--- config.mk ---
export PLATFORM = sky130hd
export DESIGN_NAME = fb_stream_writer
export DESIGN_NICKNAME = d
export VERILOG_FILES = /design/src/rtl/fb_stream_writer.sv
export SDC_FILE = /design/constraint.sdc
export NUM_CORES = 1
export LEC_CHECK = 0
export ABC_CLOCK_PERIOD_IN_PS = 2050
export BUFFER_PORTS_ARGS = -buffer_cell sky130_fd_sc_hd__buf_4
export CORE_MARGIN = 4
export CORE_UTILIZATION = 51
export DETAILED_ROUTE_END_ITERATION = 16
export PLACE_DENSITY = 0.75
export SLEW_MARGIN = 20
export SYNTH_ARGS = -nofsm -noshare
export SYNTH_HDL_FRONTEND = slang
export SYNTH_SLANG_ARGS = --single-unit
--- constraint.sdc ---
create_clock -name clk -period 2.05 [get_ports clk]
set_clock_uncertainty 0.05 [all_clocks]
set_input_delay 0.1025 -clock clk [delete_from_list [all_inputs] [get_ports clk]]
set_output_delay 0.1025 -clock clk [all_outputs]
set_load 0.03 [all_outputs]
--- src/rtl/fb_stream_writer.sv ---
//-----------------------------------------------------------------------------
// fb_stream_writer
//
// Purpose:
//   Accepts a raster-ordered pixel stream (valid/ready with start-of-frame
//   marker) and turns it into registered frame-buffer write strobes. A frame
//   starts only on an SOF beat; once the last pixel of the frame is written
//   the block stalls the stream (FULL) until the display side signals a frame
//   boundary with frame_tick.
//
// Configuration:
//   FB_DOUBLE_BUFFER_EN  defined   : two banks; frame_tick in FULL hands the
//                                    freshly written bank to the display
//                                    (rd_bank <= wr_bank) and flips wr_bank.
//                        undefined : single bank; wr_bank = rd_bank = 0 and
//                                    frame_tick in FULL only releases the
//                                    stall.
//
// Ports:
//   clk         in  1          rising-edge clock
//   rst         in  1          asynchronous active-high reset
//   s_valid     in  1          pixel beat valid
//   s_data      in  RGB_WIDTH  pixel value (RGB 3-3-2)
//   s_sof       in  1          beat is first pixel of a frame
//   s_ready     out 1          beat accepted when s_valid & s_ready
//   frame_tick  in  1          display frame-boundary strobe
//   wr_en       out 1          registered write strobe
//   wr_addr     out ADDR_W     registered write address (raster order)
//   wr_data     out RGB_WIDTH  registered write data
//   wr_bank     out 1          bank currently being written
//   rd_bank     out 1          bank to display
//   frame_done  out 1          pulses with the final write of a frame
//   err_sof     out 1          pulses with a write caused by a mid-frame SOF
//-----------------------------------------------------------------------------
module fb_stream_writer #(
    parameter int IMG_W     = 320,
    parameter int IMG_H     = 240,
    parameter int ADDR_W    = 17,
    parameter int RGB_WIDTH = 8
) (
    input  logic                 clk,
    input  logic                 rst,
    input  logic                 s_valid,
    input  logic [RGB_WIDTH-1:0] s_data,
    input  logic                 s_sof,
    output logic                 s_ready,
    input  logic                 frame_tick,
    output logic                 wr_en,
    output logic [ADDR_W-1:0]    wr_addr,
    output logic [RGB_WIDTH-1:0] wr_data,
    output logic                 wr_bank,
    output logic                 rd_bank,
    output logic                 frame_done,
    output logic                 err_sof
);

    localparam int X_W = (IMG_W > 1) ? $clog2(IMG_W) : 1;
    localparam int Y_W = (IMG_H > 1) ? $clog2(IMG_H) : 1;
    localparam logic [X_W-1:0] X_LAST = X_W'(IMG_W - 1);
    localparam logic [Y_W-1:0] Y_LAST = Y_W'(IMG_H - 1);

    typedef enum logic [1:0] {
        IDLE  = 2'd0,
        WRITE = 2'd1,
        FULL  = 2'd2
    } state_t;

    state_t state, state_next;

    // Position of the next pixel to be written when no SOF intervenes.
    logic [X_W-1:0]    x_cnt;
    logic [Y_W-1:0]    y_cnt;
    logic [ADDR_W-1:0] addr_cnt;

    logic              accept;
    logic              do_write;
    logic [X_W-1:0]    cur_x;
    logic [Y_W-1:0]    cur_y;
    logic [ADDR_W-1:0] cur_addr;
    logic              x_wrap;
    logic              is_last;

    assign accept   = s_valid & s_ready;
    // In IDLE only an SOF beat starts a frame; other accepted beats are dropped.
    assign do_write = accept & (s_sof | (state == WRITE));

    // An SOF beat always lands on pixel 0, restarting the raster position.
    assign cur_x    = s_sof ? '0 : x_cnt;
    assign cur_y    = s_sof ? '0 : y_cnt;
    assign cur_addr = s_sof ? '0 : addr_cnt;
    assign x_wrap   = (cur_x == X_LAST);
    // Last pixel is detected from x/y, so no IMG_W*IMG_H product is needed.
    assign is_last  = x_wrap && (cur_y == Y_LAST);

    //-------------------------------------------------------------------------
    // FSM: state register
    //-------------------------------------------------------------------------
    always_ff @(posedge clk or posedge rst) begin
        if (rst) begin
            state <= IDLE;
        end else begin
            // NOTE: sequential state uses non-blocking assignments so every
            // flop samples pre-edge values regardless of block ordering.
            state <= state_next;
        end
    end

    //-------------------------------------------------------------------------
    // FSM: next-state logic
    //-------------------------------------------------------------------------
    always_comb begin
        // NOTE: default first so every path assigns state_next (no latch).
        state_next = state;
        unique case (state)
            IDLE:    if (do_write) state_next = is_last ? FULL : WRITE;
            WRITE:   if (do_write && is_last) state_next = FULL;
            FULL:    if (frame_tick) state_next = IDLE;
            default: state_next = IDLE;
        endcase
    end

    //-------------------------------------------------------------------------
    // FSM: outputs (state only, never from s_valid)
    //-------------------------------------------------------------------------
    always_comb begin
        s_ready = (state != FULL);
    end

    //-------------------------------------------------------------------------
    // Raster counters and registered write port
    //-------------------------------------------------------------------------
    always_ff @(posedge clk or posedge rst) begin
        if (rst) begin
            x_cnt      <= '0;
            y_cnt      <= '0;
            addr_cnt   <= '0;
            wr_en      <= 1'b0;
            wr_addr    <= '0;
            wr_data    <= '0;
            frame_done <= 1'b0;
            err_sof    <= 1'b0;
        end else begin
            wr_en      <= do_write;
            frame_done <= do_write && is_last;
            err_sof    <= do_write && s_sof && (state == WRITE);
            if (do_write) begin
                wr_addr  <= cur_addr;
                wr_data  <= s_data;
                addr_cnt <= cur_addr + 1'b1;
                if (x_wrap) begin
                    x_cnt <= '0;
                    y_cnt <= is_last ? '0 : cur_y + 1'b1;
                end else begin
                    x_cnt <= cur_x + 1'b1;
                    y_cnt <= cur_y;
                end
            end
        end
    end

    //-------------------------------------------------------------------------
    // Bank selection
    //-------------------------------------------------------------------------
`ifdef FB_DOUBLE_BUFFER_EN
    always_ff @(posedge clk or posedge rst) begin
        if (rst) begin
            wr_bank <= 1'b0;
            rd_bank <= 1'b0;
        end else if ((state == FULL) && frame_tick) begin
            rd_bank <= wr_bank;
            wr_bank <= ~wr_bank;
        end
    end
`else
    assign wr_bank = 1'b0;
    assign rd_bank = 1'b0;
`endif

endmodule
### After elaboration in Yosys (flattened, before gate mapping)

Index checks and enable logic that the tools add are counted.
Widths: inputs -> output; s select.

| word-level totals | value |
|---|---|
| register bits after elaboration | 64 |
| bits in latches | 0 |
| memory bits (writable) | 0 |
| bits in read-only memories | 0 |
| input bits | 13 |
| output and inout port bits | 31 |
| memories kept | 0 |

| cells by class | value |
|---|---|
| $add $sub $neg | 3 |
| $mul | 0 |
| div/mod/pow operators | 0 |
| magnitude comparators | 0 |
| equal/unequal tests | 8 |
| shifts and indexed selects | 0 |
| mux-type cells | 11 |
| bitwise gates (word level) | 3 |
| reductions and logical operators | 6 |

Operator list:

| cell | number |
|---|---|
| $mux 8 | 3 |
| $mux 9 | 2 |
| $add 17x1->17 const B | 1 |
| $mux 17 | 1 |
| $add 9x1->9 const B | 1 |
| $eq 9x9->1 const B | 1 |
| $add 8x1->8 const B | 1 |
| $eq 8x8->1 const B | 1 |
| $mux 2 | 4 |
| $ne 2x2->1 const B | 3 |
| $pmux 2 s3 | 1 |
| $logic_and 1x1->1 | 4 |
| $reduce_and 3->1 | 1 |
| $and 1x1->1 | 2 |
| $eq 2x1->1 const B | 1 |
| $eq 2x2->1 const B | 1 |
| $logic_not 2->1 | 1 |
| $ne 2x1->1 const B | 1 |
| $or 1x1->1 | 1 |

### Logic depth before layout (Yosys ltp)

Gate-level depths: netlist (run 1).

| logic depth | value |
|---|---|
| depth after elaboration | 6 |
| gate-level depth with buffers | 11 |
| gate-level depth less buffers | 7 |

### Worst setup path before layout (run 1)

No wires, ideal clock.

| timing | value |
|---|---|
| kind | input-to-reg |
| start | input s_sof |
| end | register y_cnt[7] |
| library setup time | 0.121 ns |
| arrival time | 2.174 ns |
| data required time | 1.879 ns |
| slack | -0.294 ns |
| cell stages on the path | 11 |
| path buffers | 4 |
| path through | clkbuf_1 clkbuf_1 clkbuf_1 nor2b_1 ha_1 nand3_1 or3_1 buf_2 nor4_4 o21ai_1 a22o_1 |

| between the ends | value |
|---|---|
| word-level cells in the longest chain between the ends | 5 |

RTL lines:

| what | line | RTL |
|---|---|---|
| from (decl) | 45 | `input logic s_sof,` |
| branches (longest 5 deep; another with $add 8x1->8) | n/a |  |
| to (signal assigned) | 152 | `y_cnt <= is_last ? '0 : cur_y + 1'b1;` |
| to (signal assigned) | 155 | `y_cnt <= cur_y;` |
| to (decl) | 72 | `logic [Y_W-1:0] y_cnt;` |

Several ways; the timed one is not identified.
A chain may end at the register's enable or synchronous reset.

### Worst setup path in the final report (run 1)

| timing | value |
|---|---|
| start | register x_cnt[7] |
| end | register y_cnt[5] |

| between the ends | value |
|---|---|
| word-level cells in the longest chain between the ends | 5 |

RTL lines:

| what | line | RTL |
|---|---|---|
| from (decl) | 71 | `logic [X_W-1:0] x_cnt;` |
| from (signal assigned) | 154 | `x_cnt <= cur_x + 1'b1;` |
| $mux 9 * | 88 | `assign cur_x = s_sof ? '0 : x_cnt;` |
| $eq 9x9->1 * | 91 | `assign x_wrap = (cur_x == X_LAST);` |
| $logic_and 1x1->1 | 93 | `assign is_last = x_wrap && (cur_y == Y_LAST);` |
| $mux 8 | 152 |  |
| $mux 8 * | 150 | `if (x_wrap) begin` |

Mark *: on every way between the ends. The rest lies on a longest branch, timed or not.

==> run_results.csv, run 1 <==
group,metric,value,unit
worst_setup_path,cp.required,2.23,ns
worst_setup_path,worst-r2r-cell-count,5,
floorplanning,pin_count,44,
drt,wl_per_cell,15.4,um
power_and_ir_drop,irDropWorstVdd,0.480,mV
clock_network,clk_pin_slew,0.07,ns
run_status,status,"finished, violations left",
worst_setup_path,r2r_start,"x_cnt[7]$_DFFE_PP0P_",
drt,drt_pre_antenna_iters,5,
clock_network,h-tree-depth,3,
clock_network,clkSinkCount,64,
worst_setup_path,rrSetupSlack,-0.02,ns
sta,timing.final.crit_share,101,%
sta,drv_slew,0,
sta,worst_pin_slew,0.521,ns
synth,ys_ff_latch,64,
worst_setup_path,crit_fanout,5,
run_status,failed_checks,"setup timing",
synth,synth_edf_count,0,
synth,ys_types,49,
sta,hold_ws,0.0507,ns
synth,synth-main-ff-cell,"dfrtp_1",
sta,fmax,0.482,GHz
final_layout,fin_util,70.1,%
worst_setup_path,worstSetupPathType,"flop to flop",
sta,min_period,2.07,ns
worst_setup_path,cpPeakStageDelay,0.56,ns
worst_setup_path,slowest_stage,"or4b_4",
final_layout,fin_nets,432,
final_layout,layout_common_cells,"77 x nand2_1, 69 x buf_4, 64 x dfrtp_1",
synth,synth_cells,342,
worst_hold_path,min_path_type,"primary input to flop",
placement,port_buffers,41,
drt,avgViaCountPerCell,5.75,
floorplanning,die_y,86.3,um
clock_network,cts_buffer_depth,2,
power_and_ir_drop,p_per_area,722,mW/mm2
worst_setup_path,worstPathCellList,"or4b_4, or3_4, nor3_4, o21ai_1, a22o_1",
floorplanning,start_util,52.8,%
sta,setup_viol,1,
clock_network,cts_tree,"done",
grt,grt_max_degree,58,
floorplanning,core,0.00592,mm2
clock_network,root_buffer,"clkbuf_8",
final_layout,area_delta_synth_final,32.8,%
synth,synth_area_per_cell,9.14,um2
drt,detail-route-antenna-nets,0,
synth,yosys_warnings,0,
worst_setup_path,endpoint,"y_cnt[5]$_DFFE_PP0P_",
worst_setup_path,cp-start-kind,"flop",
floorplanning,rows,28,
worst_setup_path,critPathArrivalTime,2.25,ns
drt,drt_wl_total,7650,um
synth,syn-cell-area,0.00313,mm2
sta,setup_tns,-0.0246,ns
synth,ys_seq_area_share,51.2,%
drt,drc_errors,0,
run,drv_cap,0,
worst_setup_path,endpoint_kind,"flop",
worst_setup_path,startpoint,"x_cnt[7]$_DFFE_PP0P_",
floorplanning,die_area,0.00745,mm2
drt,num_vias,2854,
sta,slew_headroom,65.2,%
final_layout,final_common_cell,"nand2_1",
floorplanning,die_w,86.3,um
final_layout,num_antenna_cells,0,
sta,rsz0062_at_grt,"yes",
sta,hold_viol_final,0,
clock_network,clk_latency,0.34,ns
drt,drtIter0Drc,200,
sta,layout_setup_ws,-0.0246,ns
grt,grt_pass1_vias,2675,
worst_setup_path,r2r-end,"y_cnt[5]$_DFFE_PP0P_",
final_layout,drive_above_1_share,25.7,%
grt,grt_pass1_wl,12900,um
clock_network,cts_inserted_buffers,9,
power_and_ir_drop,power_leakage,1.90,nW
power_and_ir_drop,finalPower,3.00,mW
placement,gp_congestion,0.814,
synth,async_flop_share,100,%
grt,grtUsageTotal,21.7,%
grt,antenna_found_initial,0,
grt,overflow,0,
placement,dp_hpwl,4960,um
placement,pre_cts_slack,-0.0519,ns
cell usage after synthesis, types with 2 or more instances:
cell type / number / share of area, %
o21ai_0: 38 / 6.1
nor2b_1: 9 / 1.8
a22oi_1: 3 / 0.72
a22o_1: 7 / 2.0
dfrtp_1: 64 / 51
ha_1: 3 / 1.2
inv_1: 6 / 0.72
buf_4: 2 / 0.48
a32o_1: 5 / 1.6
nand2b_1: 4 / 0.80
mux2i_1: 2 / 0.64
and3_1: 6 / 1.2
nor2_1: 14 / 1.7
a31oi_1: 4 / 0.80
or3_1: 2 / 0.40
buf_1: 2 / 0.24
nand4_1: 7 / 1.4
a21oi_1: 12 / 1.9
or4_1: 2 / 0.48
clkbuf_1: 15 / 1.8
nor3_1: 4 / 0.64
buf_2: 2 / 0.32
o21ai_1: 2 / 0.32
nand2_1: 78 / 9.4
o41ai_1: 5 / 1.4
nand4b_1: 2 / 0.56
o31ai_1: 4 / 0.96
nand3_1: 12 / 1.9
nor4_1: 3 / 0.60
nand3b_1: 2 / 0.48
mux2_2: 2 / 0.72
and4_1: 2 / 0.56
final cells by class:
type	count	area, um2
Fill cell	474	1770
Timing Repair Buffer	83	693
Tap cell	75	93.8
Sequential cell	64	1600
Clock buffer	10	128
Clock inverter	6	108
Inverter	7	30.0
Multi-Input combinational cell	251	1500
worst min-delay path by stage:
| stage | cells past startpoint | slack [ns] | endpoint | start |
|---|---|---|---|---|
| CTS | 2 | 0.01 | x_cnt[4]$_DFFE_PP0P_ | s_sof |
| detailed placement | 2 | 0.13 | wr_data[7]$_DFFE_PP0P_ | rst |
| global route | 2 | 0.07 | x_cnt[4]$_DFFE_PP0P_ | s_sof |
| floorplan | 1 | 0.14 | state[1]$_DFFE_PP0P_ | frame_tick |
| finish | 2 | 0.05 | x_cnt[4]$_DFFE_PP0P_ | s_sof |
| global placement | 2 | 0.13 | wr_data[7]$_DFFE_PP0P_ | rst |
state kept, by name (all words and copies together) (netlist names):
register / count
frame_done: 1
wr_data: 8
y_cnt: 8
x_cnt: 9
state: 2
err_sof: 1
wr_en: 1
wr_addr: 17
addr_cnt: 17
metal layers:
metal / wire length (um) / track usage, %
met5: 0 / 0
met4: 89 / 8.50
met3: 439 / 4.94
met2: 3600 / 33.8
met1: 3520 / 29.7
where the power goes:
| part | switching, mW | internal, mW | leakage, nW | total [mW] |
|---|---|---|---|---|
| combinational | 0.209 | 0.142 | 0.923 | 0.351 |
| sequential | 0.0330 | 1.31 | 0.860 | 1.34 |
| clock | 0.504 | 0.804 | 0.116 | 1.31 |
kinds of logic after synthesis:
family,Yosys count,share of synthesized area (%)
adders and majority gates,4,1.52
other,1,0.120
buffers and inverters,28,3.68
AOI/OAI and AO/OA,87,17.6
DFF,64,51.2
and+or+nand+nor,152,23.9
muxes,4,1.36
xor gates and xnor gates,2,0.560
repair_timing:
item,4_1_cts,5_1_grt
endpoints found under the hold margin,33,0
pin swaps,0,4
gates cloned,0,1
endpoints found under the setup margin,6,17
buffers inserted,0,4
hold buffers,11,0
gates resized for setup,2,12
per-stage QoR:
stage | instance area (um2) | instances
4_1_cts | 4050 | 491
3_3_place_gp | 3700 | 464
2_1_floorplan | 3180 | 343
5_1_grt | 4150 | 496
3_5_place_dp | 3700 | 464
6_report | 4150 | 496
critical path: cells and delay by family (launching register included):
| family | cells | cell delay [ns] |
|---|---|---|
| and+or+nand+nor | 3 | 1.25 |
| AOI/OAI and AO/OA | 2 | 0.27 |
| DFF | 1 | 0.40 |
No activity file was read; power rests on OpenSTA's default activity.
==> run 2: changes to the inputs <==
- PLACE_DENSITY: 0.75 -> 0.84
==> run 2 against run 1 <==
  * The flow now finishes without violations
  * Design area decreased by 0.78%
  * Clock power decreased by 9%
  * Total power decreased by 3.8%
  * Routed wire length increased by 5.4%
  * Die area unchanged
  * Combinational power about the same
  * Register-to-register slack improved by 0.05 ns
  * First-iteration DRC count increased by 31%
  * Cell count decreased by 0.60%
  * Fmax increased by 2.5%
  * Sequential power about the same
  * Utilization decreased by 0.55 points
==> run_results.csv, run 2 (synthesis results as in run 1) <==
group,metric,value,unit
run_status,status,"complete, no violations",
grt,grt_pass1_vias,2893,
floorplanning,rows,28,
clock_network,root_buffer,"clkbuf_8",
sta,hold_ws,0.158,ns
worst_setup_path,cpPeakStageDelay,0.54,ns
grt,overflow,0,
power_and_ir_drop,swShare,25.6,%
worst_setup_path,startpoint,"x_cnt[6]$_DFFE_PP0P_",
grt,antenna_found_initial,0,
power_and_ir_drop,power.internal,2.15,mW
drt,routed.top_layer,"met4",
final_layout,final_common_cell,"nand2_1",
worst_setup_path,crit_top_cell,"buf_4",
clock_network,clkSinkCount,64,
sta,fmax,0.494,GHz
final_layout,area_delta_synth_final,31.8,%
worst_setup_path,rrSetupSlack,0.03,ns
power_and_ir_drop,p_sw,0.738,mW
clock_network,clk_pin_slew,0.07,ns
sta,setup_tns,0,ns
clock_network,cts_inserted_buffers,9,
power_and_ir_drop,finalPower,2.88,mW
floorplanning,die_w,86.3,um
worst_setup_path,critPathArrivalTime,2.22,ns
floorplanning,die_y,86.3,um
drt,num_vias,2930,
grt,grtUsageTotal,23.1,%
drt,wl_per_cell,16.4,um
drt,wl_met1,3430,um
floorplanning,core,0.00592,mm2
floorplanning,die_area,0.00745,mm2
final_layout,layout_common_cells,"77 x nand2_1, 68 x buf_4, 64 x dfrtp_1",
clock_network,clk_latency,0.35,ns
power_and_ir_drop,p_per_area,700,mW/mm2
clock_network,cts_tree,"done",
sta,rsz0062_at_grt,"yes",
worst_setup_path,cp.required,2.24,ns
sta,min_period,2.02,ns
sta,hold_viol_final,0,
sta,timing.final.crit_share,98.8,%
power_and_ir_drop,power_leakage,1.89,nW
grt,grt_pass1_wl,13600,um
sta,slew_headroom,64.7,%
final_layout,fin_nets,431,
worst_setup_path,worstSetupPathType,"flop to flop",
worst_setup_path,slowest_stage,"or4b_4",
run,drv_cap,0,
power_and_ir_drop,clkPwrFrac,41.3,%
drt,detail-route-antenna-nets,0,
placement,gp_congestion,0.974,
final_layout,num_antenna_cells,0,
drt,drtIter0Drc,261,
drt,wl_met3,511,um
worst_setup_path,worstPathCellList,"or4b_4, or3_4, buf_4, buf_4, a32o_1",
drt,drt_wl_total,8060,um
clock_network,cts_buffer_depth,2,
sta,drv_slew,0,
worst_setup_path,endpoint_kind,"flop",
clock_network,h-tree-depth,3,
worst_setup_path,r2r-end,"x_cnt[2]$_DFFE_PP0P_",
placement,dp_hpwl,5060,um
power_and_ir_drop,irDropWorstVdd,0.599,mV
drt,dr_wl_met2,3860,um
grt,grt_max_degree,48,
placement,dp_cells,463,
worst_setup_path,crit_fanout,6,
floorplanning,start_util,52.8,%
final_layout,drive_above_1_share,24.9,%
power_and_ir_drop,seqPwrFrac,46.6,%
drt,avgViaCountPerCell,5.94,
floorplanning,pin_count,44,
worst_hold_path,min_path_cells,3,
final_layout,instances_no_fill,493,
worst_setup_path,cp-start-kind,"flop",
worst_setup_path,worst-r2r-cell-count,5,
final_layout,reg.largest.list,"addr_cnt x17, wr_addr x17, x_cnt x9",
drt,drc_errors,0,
worst_setup_path,endpoint,"x_cnt[2]$_DFFE_PP0P_",
sta,worst_pin_slew,0.529,ns
sta,setup_viol,0,
power_and_ir_drop,p_comb_share,12.1,%
worst_setup_path,r2r_start,"x_cnt[6]$_DFFE_PP0P_",
placement,port_buffers,41,
worst_hold_path,min_path_type,"primary input to flop",
drt,drt_pre_antenna_iters,5,
## run 2: worst min-delay path by stage
stage / startpoint / to / slack (ns)
finish: s_sof / x_cnt[0]$_DFFE_PP0P_ / 0.16
global route: s_sof / x_cnt[0]$_DFFE_PP0P_ / 0.18
CTS: s_sof / x_cnt[4]$_DFFE_PP0P_ / 0.17
detailed placement: rst / wr_data[1]$_DFFE_PP0P_ / 0.13
global placement: rst / wr_data[1]$_DFFE_PP0P_ / 0.12
floorplan: frame_tick / state[1]$_DFFE_PP0P_ / 0.14
## run 2: worst max-delay path, delay by kind of cell (launching register included)
kind / cells / cell delay (ns)
AOI/OAI and AO/OA: 1 / 0.24
buffers and inverters: 2 / 0.28
DFF: 1 / 0.40
and+or+nand+nor: 2 / 0.94
## run 2: cell type report
type,instances,area [um2]
Clock buffer,10,138
Multi-Input combinational cell,251,1510
Timing Repair Buffer,82,681
Inverter,7,26.3
Clock inverter,4,70.1
Fill cell,429,1800
Tap cell,75,93.8
Sequential cell,64,1600
## run 2: metal layers
layer  global-route usage (%)  vias to the layer above
met5                        0                        -
met4                     12.9                        0
met3                     5.51                       23
met2                     35.4                      113
met1                     30.2                     1416
li1                         -                     1378
## run 2: power groups by stage
stage          clock network, mW  logic [mW]  registers, mW
6_report                    1.19       0.348           1.35
5_1_grt                     1.26       0.382           1.35
4_1_cts                     1.19       0.341           1.34
3_5_place_dp                   0       0.323           1.37
3_3_place_gp                   0       0.315           1.36
2_1_floorplan                  0       0.149           1.41
## run 2: metrics by stage
stage               setup WS [ns]  util (%)  instance area [um2]
CTS                        0.0233      68.0                 4030
detailed placement        -0.0811      62.5                 3700
global route              -0.0585      69.6                 4120
global placement         -0.00839      62.5                 3700
floorplan                 -0.0148         -                 3180
finish                     0.0256      69.6                 4120
## run 2: what timing repair did
item | 4_1_cts | 5_1_grt
setup buffers | 0 | 5
hold endpoints to repair | 33 | 0
pin swaps | 1 | 5
resized for setup | 2 | 12
endpoints found under the setup margin | 5 | 12
hold buffers | 11 | 0
gates cloned | 0 | 0
==> run 3: changes to the inputs <==
==> constraint.sdc (replaced) <==
create_clock -name clk -period 2.05 [get_ports clk]
set_clock_uncertainty 0.05 [all_clocks]
set_input_delay 0 -clock clk [delete_from_list [all_inputs] [get_ports clk]]
set_output_delay 0 -clock clk [all_outputs]
set_load 0.03 [all_outputs]
==> run 3 against run 2 <==
  * Routed wire length fell by 4.4%
  * Cell count is 0.41% higher
  * Fmax grew 0.57%
  * Critical path type unchanged
  * Highest routed layer unchanged
==> run_results.csv, run 3 (synthesis results as in run 1) <==
group,metric,value,unit
final_layout,area_delta_synth_final,30.5,%
clock_network,cts_inserted_buffers,9,
floorplanning,die_y,86.3,um
floorplanning,start_util,52.8,%
sta,min_period,2.01,ns
grt,grt_pass1_wl,13400,um
sta,slew_headroom,65.9,%
placement,dp_hpwl,5030,um
floorplanning,rows,28,
power_and_ir_drop,p_per_area,653,mW/mm2
worst_setup_path,worstSetupPathType,"flop to flop",
clock_network,clk_latency,0.34,ns
worst_setup_path,critPathArrivalTime,2.20,ns
worst_setup_path,cp-start-kind,"flop",
final_layout,fin_nets,432,
drt,drc_errors,0,
worst_setup_path,crit_fanout,5,
grt,overflow,0,
drt,drt_pre_antenna_iters,4,
sta,hold_ws,0.0894,ns
final_layout,ff_latch_area,0.00160,mm2
placement,gp_congestion,0.847,
final_layout,fin_util,68.9,%
drt,avgViaCountPerCell,5.67,
sta,timing.final.crit_share,98.2,%
placement,port_buffers,41,
sta,worst_pin_slew,0.510,ns
grt,antenna_found_initial,0,
clock_network,cts_buffer_depth,2,
final_layout,num_antenna_cells,0,
clock_network,h-tree-depth,3,
worst_setup_path,endpoint_kind,"flop",
sta,fmax,0.497,GHz
run_status,status,"complete, no violations",
drt,num_vias,2807,
floorplanning,die_area,0.00745,mm2
sta,setup_tns,0,ns
grt,grtUsageTotal,22.7,%
run,drv_cap,0,
power_and_ir_drop,irDropWorstVdd,0.618,mV
floorplanning,core,0.00592,mm2
clock_network,clkSinkCount,64,
worst_setup_path,cp.required,2.23,ns
power_and_ir_drop,power_leakage,1.89,nW
final_layout,drive_above_1_share,25.2,%
drt,wl_per_cell,15.6,um
floorplanning,die_w,86.3,um
grt,grt_max_degree,39,
drt,drt_wl_total,7710,um
final_layout,layout_common_cells,"77 x nand2_1, 68 x buf_4, 64 x dfrtp_1",
clock_network,cts_tree,"done",
sta,rsz0062_at_grt,"yes",
sta,drv_slew,0,
final_layout,nFillCells,477,
floorplanning,pin_count,44,
final_layout,multi_input_area,0.00151,mm2
sta,hold_viol_final,0,
final_layout,final_common_cell,"nand2_1",
grt,grt_pass1_vias,2822,
placement,pre_cts_slack,-0.0403,ns
sta,layout_setup_ws,0.0371,ns
clock_network,clk_pin_slew,0.07,ns
worst_hold_path,min_path_type,"primary input to flop",
drt,detail-route-antenna-nets,0,
clock_network,root_buffer,"clkbuf_8",
final_layout,reg.largest.list,"addr_cnt x17, wr_addr x17, x_cnt x9",
drt,drtIter0Drc,163,
sta,setup_viol,0,
==> run 3: worst max-delay path, cell delays in order (launching register included) <==
cell      delay [ns]
dfrtp_1         0.38
nor2b_2         0.18
ha_2            0.20
nand4b_1        0.15
or4_4           0.51
o21ai_2         0.16
o21ai_1         0.09
a22o_1          0.19
==> run 3: cell type report <==
cell class,count,area share (%)
clock buffer,11,3.71
timing repair buffer,83,16.7
inverter,7,0.644
multi-input combinational,251,36.9
tap,75,2.30
sequential,64,39.3
clock inverter,4,0.491
==> run 3: through the flow <==
stage	power, mW	cell area, um2	cells
after floorplan	1.56	3180	343
after global placement	1.68	3700	464
after detailed placement	1.69	3700	464
after CTS	2.67	4010	492
after global routing	2.79	4080	495
final	2.66	4080	495
==> run 3: layer usage <==
metal / vias to the layer above / track usage, % / part of all wire (%) / wire (um)
li1: 1368 / - / - / -
met1: 1350 / 29.4 / 44 / 3420
met2: 72 / 36.2 / 49 / 3770
met3: 17 / 4.85 / 4.6 / 357
met4: 0 / 11.6 / 2.1 / 160
met5: - / 0 / 0 / 0
==> run 3: final timing paths <==
check / startpoint / to / slack, ns / cells past startpoint
max: y_cnt[1]$_DFFE_PP0P_ / y_cnt[7]$_DFFE_PP0P_ / 0.04 / 7
min: s_sof / x_cnt[0]$_DFFE_PP0P_ / 0.09 / 3
max reg2reg: y_cnt[1]$_DFFE_PP0P_ / y_cnt[7]$_DFFE_PP0P_ / 0.04 / 7
min reg2reg: wr_addr[12]$_DFFE_PP0P_ / wr_addr[12]$_DFFE_PP0P_ / 0.43 / 2
max in group asynchronous: rst / x_cnt[3]$_DFFE_PP0P_ / 1.17 / 4
min in group asynchronous: rst / wr_en$_DFF_PP0_ / 0.20 / 3
==> run 3: where the power goes <==
group / switching (mW) / internal, mW
combinational: 0.212 / 0.142
sequential: 0.0365 / 1.31
clock: 0.478 / 0.489
==> run 3: what timing repair did <==
| item | CTS | global route |
|---|---|---|
| endpoints found under the hold margin | 36 | 0 |
| cloned | 0 | 0 |
| setup endpoints to repair | 4 | 14 |
| buffers inserted | 0 | 3 |
| pin swaps | 0 | 1 |
| hold buffers | 13 | 0 |
| resized for setup | 2 | 13 |
